**src/rtl/muldiv_if.sv**
```systemverilog
// Request/response bundle between the EX stage and the multi-cycle
// MUL/DIV unit that owns HI/LO.
interface muldiv_if #(
  parameter int WIDTH = 32
);
  logic             start;
  logic [2:0]       op;
  logic [WIDTH-1:0] a;
  logic [WIDTH-1:0] b;
  logic             flush;
  logic             stall;
  logic             busy;
  logic             done;
  logic [WIDTH-1:0] hi;
  logic [WIDTH-1:0] lo;

  modport master (
    output start, op, a, b, flush,
    input  stall, busy, done, hi, lo
  );

  modport slave (
    input  start, op, a, b, flush,
    output stall, busy, done, hi, lo
  );
endinterface

```
**src/rtl/muldiv_seq.sv**
```systemverilog
// Multi-cycle MULT/MULTU/DIV/DIVU sequencer and HI/LO owner.
// Radix-2 shift-add multiply, restoring divide, one bit per cycle.
module muldiv_seq #(
  parameter int WIDTH = 32
) (
  input  logic     clk,
  input  logic     rst,
  muldiv_if.slave  bus
);
  localparam int CW = $clog2(WIDTH);

  typedef enum logic [1:0] {
    S_IDLE,
    S_BUSY,
    S_DONE
  } state_e;

  state_e           state_q, state_d;
  logic [CW-1:0]    cnt_q, cnt_d;
  logic             isdiv_q, isdiv_d;
  logic             neg_q, neg_d;
  logic             rneg_q, rneg_d;
  logic             dz_q, dz_d;
  logic [WIDTH-1:0] m_q, m_d;
  logic [WIDTH-1:0] acch_q, acch_d;
  logic [WIDTH-1:0] accl_q, accl_d;
  logic [WIDTH-1:0] hi_q, hi_d;
  logic [WIDTH-1:0] lo_q, lo_d;

  logic             sgn, a_neg, b_neg, is_md;
  logic [WIDTH-1:0] a_mag, b_mag;
  logic [WIDTH:0]   sum, shl, dif;
  logic             ge;
  logic [WIDTH-1:0] it_hi, it_lo;
  logic [2*WIDTH-1:0] prod, prod_f;
  logic [WIDTH-1:0] quo, rem;

  always_comb begin
    is_md = (bus.op[2] == 1'b0);
    sgn   = ~bus.op[0];
    a_neg = sgn & bus.a[WIDTH-1];
    b_neg = sgn & bus.b[WIDTH-1];
    a_mag = a_neg ? (~bus.a + 1'b1) : bus.a;
    b_mag = b_neg ? (~bus.b + 1'b1) : bus.b;
  end

  // One iteration of both datapaths; isdiv_q picks.
  always_comb begin
    sum = {1'b0, acch_q}
        + {1'b0, (accl_q[0] ? m_q : '0)};
    shl = {acch_q, accl_q[WIDTH-1]};
    dif = shl - {1'b0, m_q};
    ge  = ~dif[WIDTH];
    if (isdiv_q) begin
      it_hi = ge ? dif[WIDTH-1:0]
                 : shl[WIDTH-1:0];
      it_lo = {accl_q[WIDTH-2:0], ge};
    end else begin
      it_hi = sum[WIDTH:1];
      it_lo = {sum[0], accl_q[WIDTH-1:1]};
    end
    prod   = {it_hi, it_lo};
    prod_f = neg_q ? (~prod + 1'b1) : prod;
    quo    = neg_q ? (~it_lo + 1'b1) : it_lo;
    rem    = rneg_q ? (~it_hi + 1'b1) : it_hi;
  end

  always_comb begin
    state_d = state_q;
    cnt_d   = cnt_q;
    isdiv_d = isdiv_q;
    neg_d   = neg_q;
    rneg_d  = rneg_q;
    dz_d    = dz_q;
    m_d     = m_q;
    acch_d  = acch_q;
    accl_d  = accl_q;
    hi_d    = hi_q;
    lo_d    = lo_q;
    unique case (state_q)
      S_IDLE: begin
        if (bus.start && !bus.flush) begin
          unique case (1'b1)
            is_md: begin
              state_d = S_BUSY;
              cnt_d   = '0;
              isdiv_d = bus.op[1];
              neg_d   = a_neg ^ b_neg;
              rneg_d  = a_neg;
              dz_d    = (bus.b == '0);
              m_d     = bus.op[1] ? b_mag : a_mag;
              acch_d  = '0;
              accl_d  = bus.op[1] ? a_mag : b_mag;
            end
            (bus.op == 3'b100): hi_d = bus.a;
            (bus.op == 3'b101): lo_d = bus.a;
            default: ;
          endcase
        end
      end
      S_BUSY: begin
        if (bus.flush) begin
          state_d = S_IDLE;
        end else begin
          acch_d = it_hi;
          accl_d = it_lo;
          cnt_d  = cnt_q + 1'b1;
          if (cnt_q == CW'(WIDTH - 1)) begin
            state_d = S_DONE;
            if (!isdiv_q) begin
              {hi_d, lo_d} = prod_f;
            end else if (!dz_q) begin
              hi_d = rem;
              lo_d = quo;
            end
          end
        end
      end
      S_DONE:  state_d = S_IDLE;
      default: state_d = S_IDLE;
    endcase
  end

  always_ff @(posedge clk) begin
    if (rst) begin
      state_q <= S_IDLE;
      cnt_q   <= '0;
      isdiv_q <= 1'b0;
      neg_q   <= 1'b0;
      rneg_q  <= 1'b0;
      dz_q    <= 1'b0;
      m_q     <= '0;
      acch_q  <= '0;
      accl_q  <= '0;
      hi_q    <= '0;
      lo_q    <= '0;
    end else begin
      state_q <= state_d;
      cnt_q   <= cnt_d;
      isdiv_q <= isdiv_d;
      neg_q   <= neg_d;
      rneg_q  <= rneg_d;
      dz_q    <= dz_d;
      m_q     <= m_d;
      acch_q  <= acch_d;
      accl_q  <= accl_d;
      hi_q    <= hi_d;
      lo_q    <= lo_d;
    end
  end

  assign bus.stall = (bus.start & is_md
                     & (state_q == S_IDLE)
                     & ~bus.flush)
                   | (state_q == S_BUSY);
  assign bus.busy  = (state_q == S_BUSY);
  assign bus.done  = (state_q == S_DONE);
  assign bus.hi    = hi_q;
  assign bus.lo    = lo_q;
endmodule

```
**src/flat_wrapper.sv**
```systemverilog
// flat-port wrapper written by rule: the top's interface ports become plain ports
module muldiv_seq_flat 
#(
  parameter int WIDTH = 32
)
  (clk, rst, bus_start, bus_op, bus_a, bus_b, bus_flush, bus_stall, bus_busy, bus_done, bus_hi, bus_lo);
  muldiv_if #(.WIDTH(WIDTH)) bus_i ();
  input  logic clk;
  input  logic rst;
  input wire logic [$bits(bus_i.start)-1:0] bus_start;
  input wire logic [$bits(bus_i.op)-1:0] bus_op;
  input wire logic [$bits(bus_i.a)-1:0] bus_a;
  input wire logic [$bits(bus_i.b)-1:0] bus_b;
  input wire logic [$bits(bus_i.flush)-1:0] bus_flush;
  output wire logic [$bits(bus_i.stall)-1:0] bus_stall;
  output wire logic [$bits(bus_i.busy)-1:0] bus_busy;
  output wire logic [$bits(bus_i.done)-1:0] bus_done;
  output wire logic [$bits(bus_i.hi)-1:0] bus_hi;
  output wire logic [$bits(bus_i.lo)-1:0] bus_lo;
  assign bus_i.start = bus_start;
  assign bus_i.op = bus_op;
  assign bus_i.a = bus_a;
  assign bus_i.b = bus_b;
  assign bus_i.flush = bus_flush;
  assign bus_stall = bus_i.stall;
  assign bus_busy = bus_i.busy;
  assign bus_done = bus_i.done;
  assign bus_hi = bus_i.hi;
  assign bus_lo = bus_i.lo;
  muldiv_seq #(.WIDTH(WIDTH)) u_core (.clk(clk), .rst(rst), .bus(bus_i));
endmodule
```
**config.mk**
```make
export PLATFORM = sky130hd
export DESIGN_NAME = muldiv_seq_flat
export DESIGN_NICKNAME = d
export VERILOG_FILES = /design/src/rtl/muldiv_if.sv /design/src/rtl/muldiv_seq.sv /design/src/flat_wrapper.sv
export SDC_FILE = /design/constraint.sdc
export NUM_CORES = 1
export LEC_CHECK = 0
export BUFFER_PORTS_ARGS = -buffer_cell sky130_fd_sc_hd__buf_2
export CAP_MARGIN = 25
export CORE_ASPECT_RATIO = 1.25
export CORE_MARGIN = 5
export CORE_UTILIZATION = 30
export DETAILED_ROUTE_END_ITERATION = 6
export SLEW_MARGIN = 20
export SYNTH_ARGS = -nofsm -noshare
export SYNTH_HDL_FRONTEND = slang
export SYNTH_SLANG_ARGS = --single-unit
export TNS_END_PERCENT = 1
```
**constraint.sdc**
```tcl
create_clock -name clk -period 7.39 [get_ports clk]
set_clock_uncertainty 0.15 [all_clocks]
set_input_delay 1.1085 -clock clk [delete_from_list [all_inputs] [get_ports clk]]
set_output_delay 1.1085 -clock clk [all_outputs]
set_load 0.005 [all_outputs]
```
==> results_dict.tcl <==
set metrics [dict create \
    regToRegStartpoint "u_core.m_q[18]" \
    yosys.area_share.simple_pct 24.6 \
    yosysWarnings 0 \
    dp_cells 2929 \
    synth_nets 2385 \
    drt-initial-drc-count 1748 \
    multi_input_area_um2 11600 \
    mostFrequentLayoutCell "nand2_1" \
    wl_um 73500 \
    period_needed_ns 6.36 \
    power_density_nw_per_um2 152 \
    synthAdderAreaFrac_pct 5.78 \
    synth_compound_area_share_pct 30.4 \
    finalMaxSlewViolations 0 \
    grt_pass1_vias 16978 \
    core_area_um2 52500 \
    layoutNonFillerInstCount 2963 \
    die_area_um2 57600 \
    hold_class "reg -> reg" \
    slew_headroom_pct 29.4 \
    clk_pin_slew_worst_paths_ns 0.08 \
    dr_total_vias 17646 \
    cts_resized 0 \
    synth-xor-area-share_pct 8.67 \
    cap_violations 0 \
    rows 94 \
    cts_root_buf "clkbuf_16" \
    cts_tree "yes" \
    seq_area_frac_synth_pct 21.6 \
    placed_cell_area_um2 17100 \
    nNetsFinal 2419 \
    syn_to_final_growth_pct 11.3 \
    antenna_found_initial 3 \
    finalHoldViolations 0 \
    cp-start-kind "register" \
    worst-path-max-fanout 14 \
    setup_viol 0 \
    ys_seq_elements 171 \
    ir_drop_mv 0.162 \
    tns_ns 0 \
    layout_common_cells "255 x nand2_1, 246 x a21oi_1, 235 x nor2_1" \
    die_h_um 267 \
    cts_sinks 171 \
    dp_hpwl_um 56800 \
    hold_slack_ns 0.313 \
    overflow 0 \
    drc_errors 0 \
    initial_core_util_pct 30.2 \
    outcome "finished clean" \
    synth_ff_type "dfxtp_1" \
    io-pin-count 138 \
    grt_usage_pct 24.5 \
    antenna_left 0 \
    regArea_um2 3430 \
    drive_above_1_share_pct 12.1 \
    die_w_um 216 \
    final_core_util_pct 33.6 \
    grt_max_degree 82 \
    h-tree-depth 4 \
    worst_pin_slew_ns 1.05 \
    synth.avg_cell_area_um2 7.07 \
    dr.pass1.iters 6 \
    wl_per_cell_um 24.8 \
    hold_buffers 0 \
    grt_pass1_wl_um 108000 \
    clockBufferDepth 2 \
    via_per_inst 5.96 \
    yosysUniqueCellTypes 97 \
    synth_enable_flop_cells 0 \
    synth.area.mux_share_pct 3.43 \
    n_fill_cell 5694 \
    cts_setup_buffers 0 \
    clkLatencyLatePin_ns 0.47 \
    p_leak_uw 0.00689 \
    fin_area_um2 17600 \
    synth_top_family_by_area "compound AO/OA/AOI/OAI gates" \
    cts_buffers 17 \
    cp.required_ns 7.66 \
    hp-start "u_core.dz_q" \
    worstSetupPathType "reg -> reg" \
    worstSetupStartpoint "u_core.m_q[18]" \
    cp-end-kind "register" \
    gp_congestion 0.984 \
    period_share_pct 86.1 \
    io_buffers 137 \
    synthArstFlopShare_pct 0 \
    synth_cells 2242 \
    fmax_mhz 157 \
    syn_area_um2 15900 \
    cp.arrival_ns 6.63 \
    rsz0062_at_grt "false" \
]
## cell families (layout without fill, tap and decap cells)
group           after synthesis  in the layout
compound gates              743            743
xor+xnor                    157            157
fa+ha+maj                    72             72
buf+inv                     219            266
flops                       171            171
mux                          52             52
other cells                   0              2
simple gates                828            828
## worst max-delay path: stages (launching register included)
cell and delay [ns]:
dfxtp_1 0.35, inv_1 0.05, ha_1 0.53, nand2_1 0.16, o21ai_0 0.53, a22oi_1 0.17
a21boi_0 0.61, a211o_1 0.20, nor2_1 0.09, a21oi_1 0.14, buf_4 0.14, ha_1 0.18
o211ai_1 0.13, or3_1 0.47, or2_2 0.35, or3_1 0.54, or2_2 0.40, nor3_1 0.22
o22a_1 0.24, a41oi_2 0.13, xnor2_1 0.16, a211oi_1 0.26, a31o_1 0.13
## per-stage QoR
step                setup WS (ns)  power (uW)
detailed placement           1.10        1770
global route                0.717        2780
floorplan                    1.73        1490
global placement             1.21        1760
finish                       1.03        2670
CTS                          1.10        2660
## registers in the layout, summed over array words and instances (netlist names)
register	count
u_core.acch_q	32
u_core.cnt_q	5
u_core.bus.lo	32
u_core.rneg_q	1
u_core.bus.hi	32
u_core.dz_q	1
u_core.isdiv_q	1
u_core.neg_q	1
u_core.state_q	2
u_core.accl_q	32
u_core.m_q	32
## power breakdown
part | switching (uW) | leakage [uW] | internal (uW) | total, uW
clock network | 463 | 0.000273 | 443 | 906
registers | 27.8 | 0.00139 | 947 | 975
logic | 540 | 0.00524 | 252 | 792
total | 1030 | 0.00689 | 1640 | 2670
## synth_stat cells (40+ instances only)
master	instances	area, um2
xnor2_1	84	736
xor2_1	73	639
o21ai_0	158	791
dfxtp_1	171	3420
and2_1	49	307
a21oi_1	246	1230
inv_1	64	240
nand2_1	255	957
o211ai_1	40	300
nor3_1	70	350
clkbuf_1	116	435
nor2_1	238	893
nand3_1	49	245
ha_1	70	876
## final timing paths
check | to | slack, ns | cells past startpoint
max | u_core.bus.hi[16] | 1.03 | 22
max reg2reg | u_core.bus.hi[16] | 1.03 | 22
min reg2reg | u_core.dz_q | 0.31 | 2
min | u_core.dz_q | 0.31 | 2
## layout make-up
type,count,area share [%]
clock buffer,17,2.41
antenna,2,0.0284
sequential,171,19.4
inverter,65,1.38
multi-input combinational,1852,65.8
timing repair buffer,169,5.42
clock inverter,15,0.773
tap,672,4.77
## per-layer routing
layer / up-vias / track usage (%) / part of all wire, %
met5: - / 0 / 0
li1: 8209 / - / -
met1: 8390 / 28.4 / 38
met2: 832 / 42.8 / 49
met4: 0 / 15.4 / 7.4
met3: 215 / 3.04 / 6.1
Power figures use the tool's default switching activity.
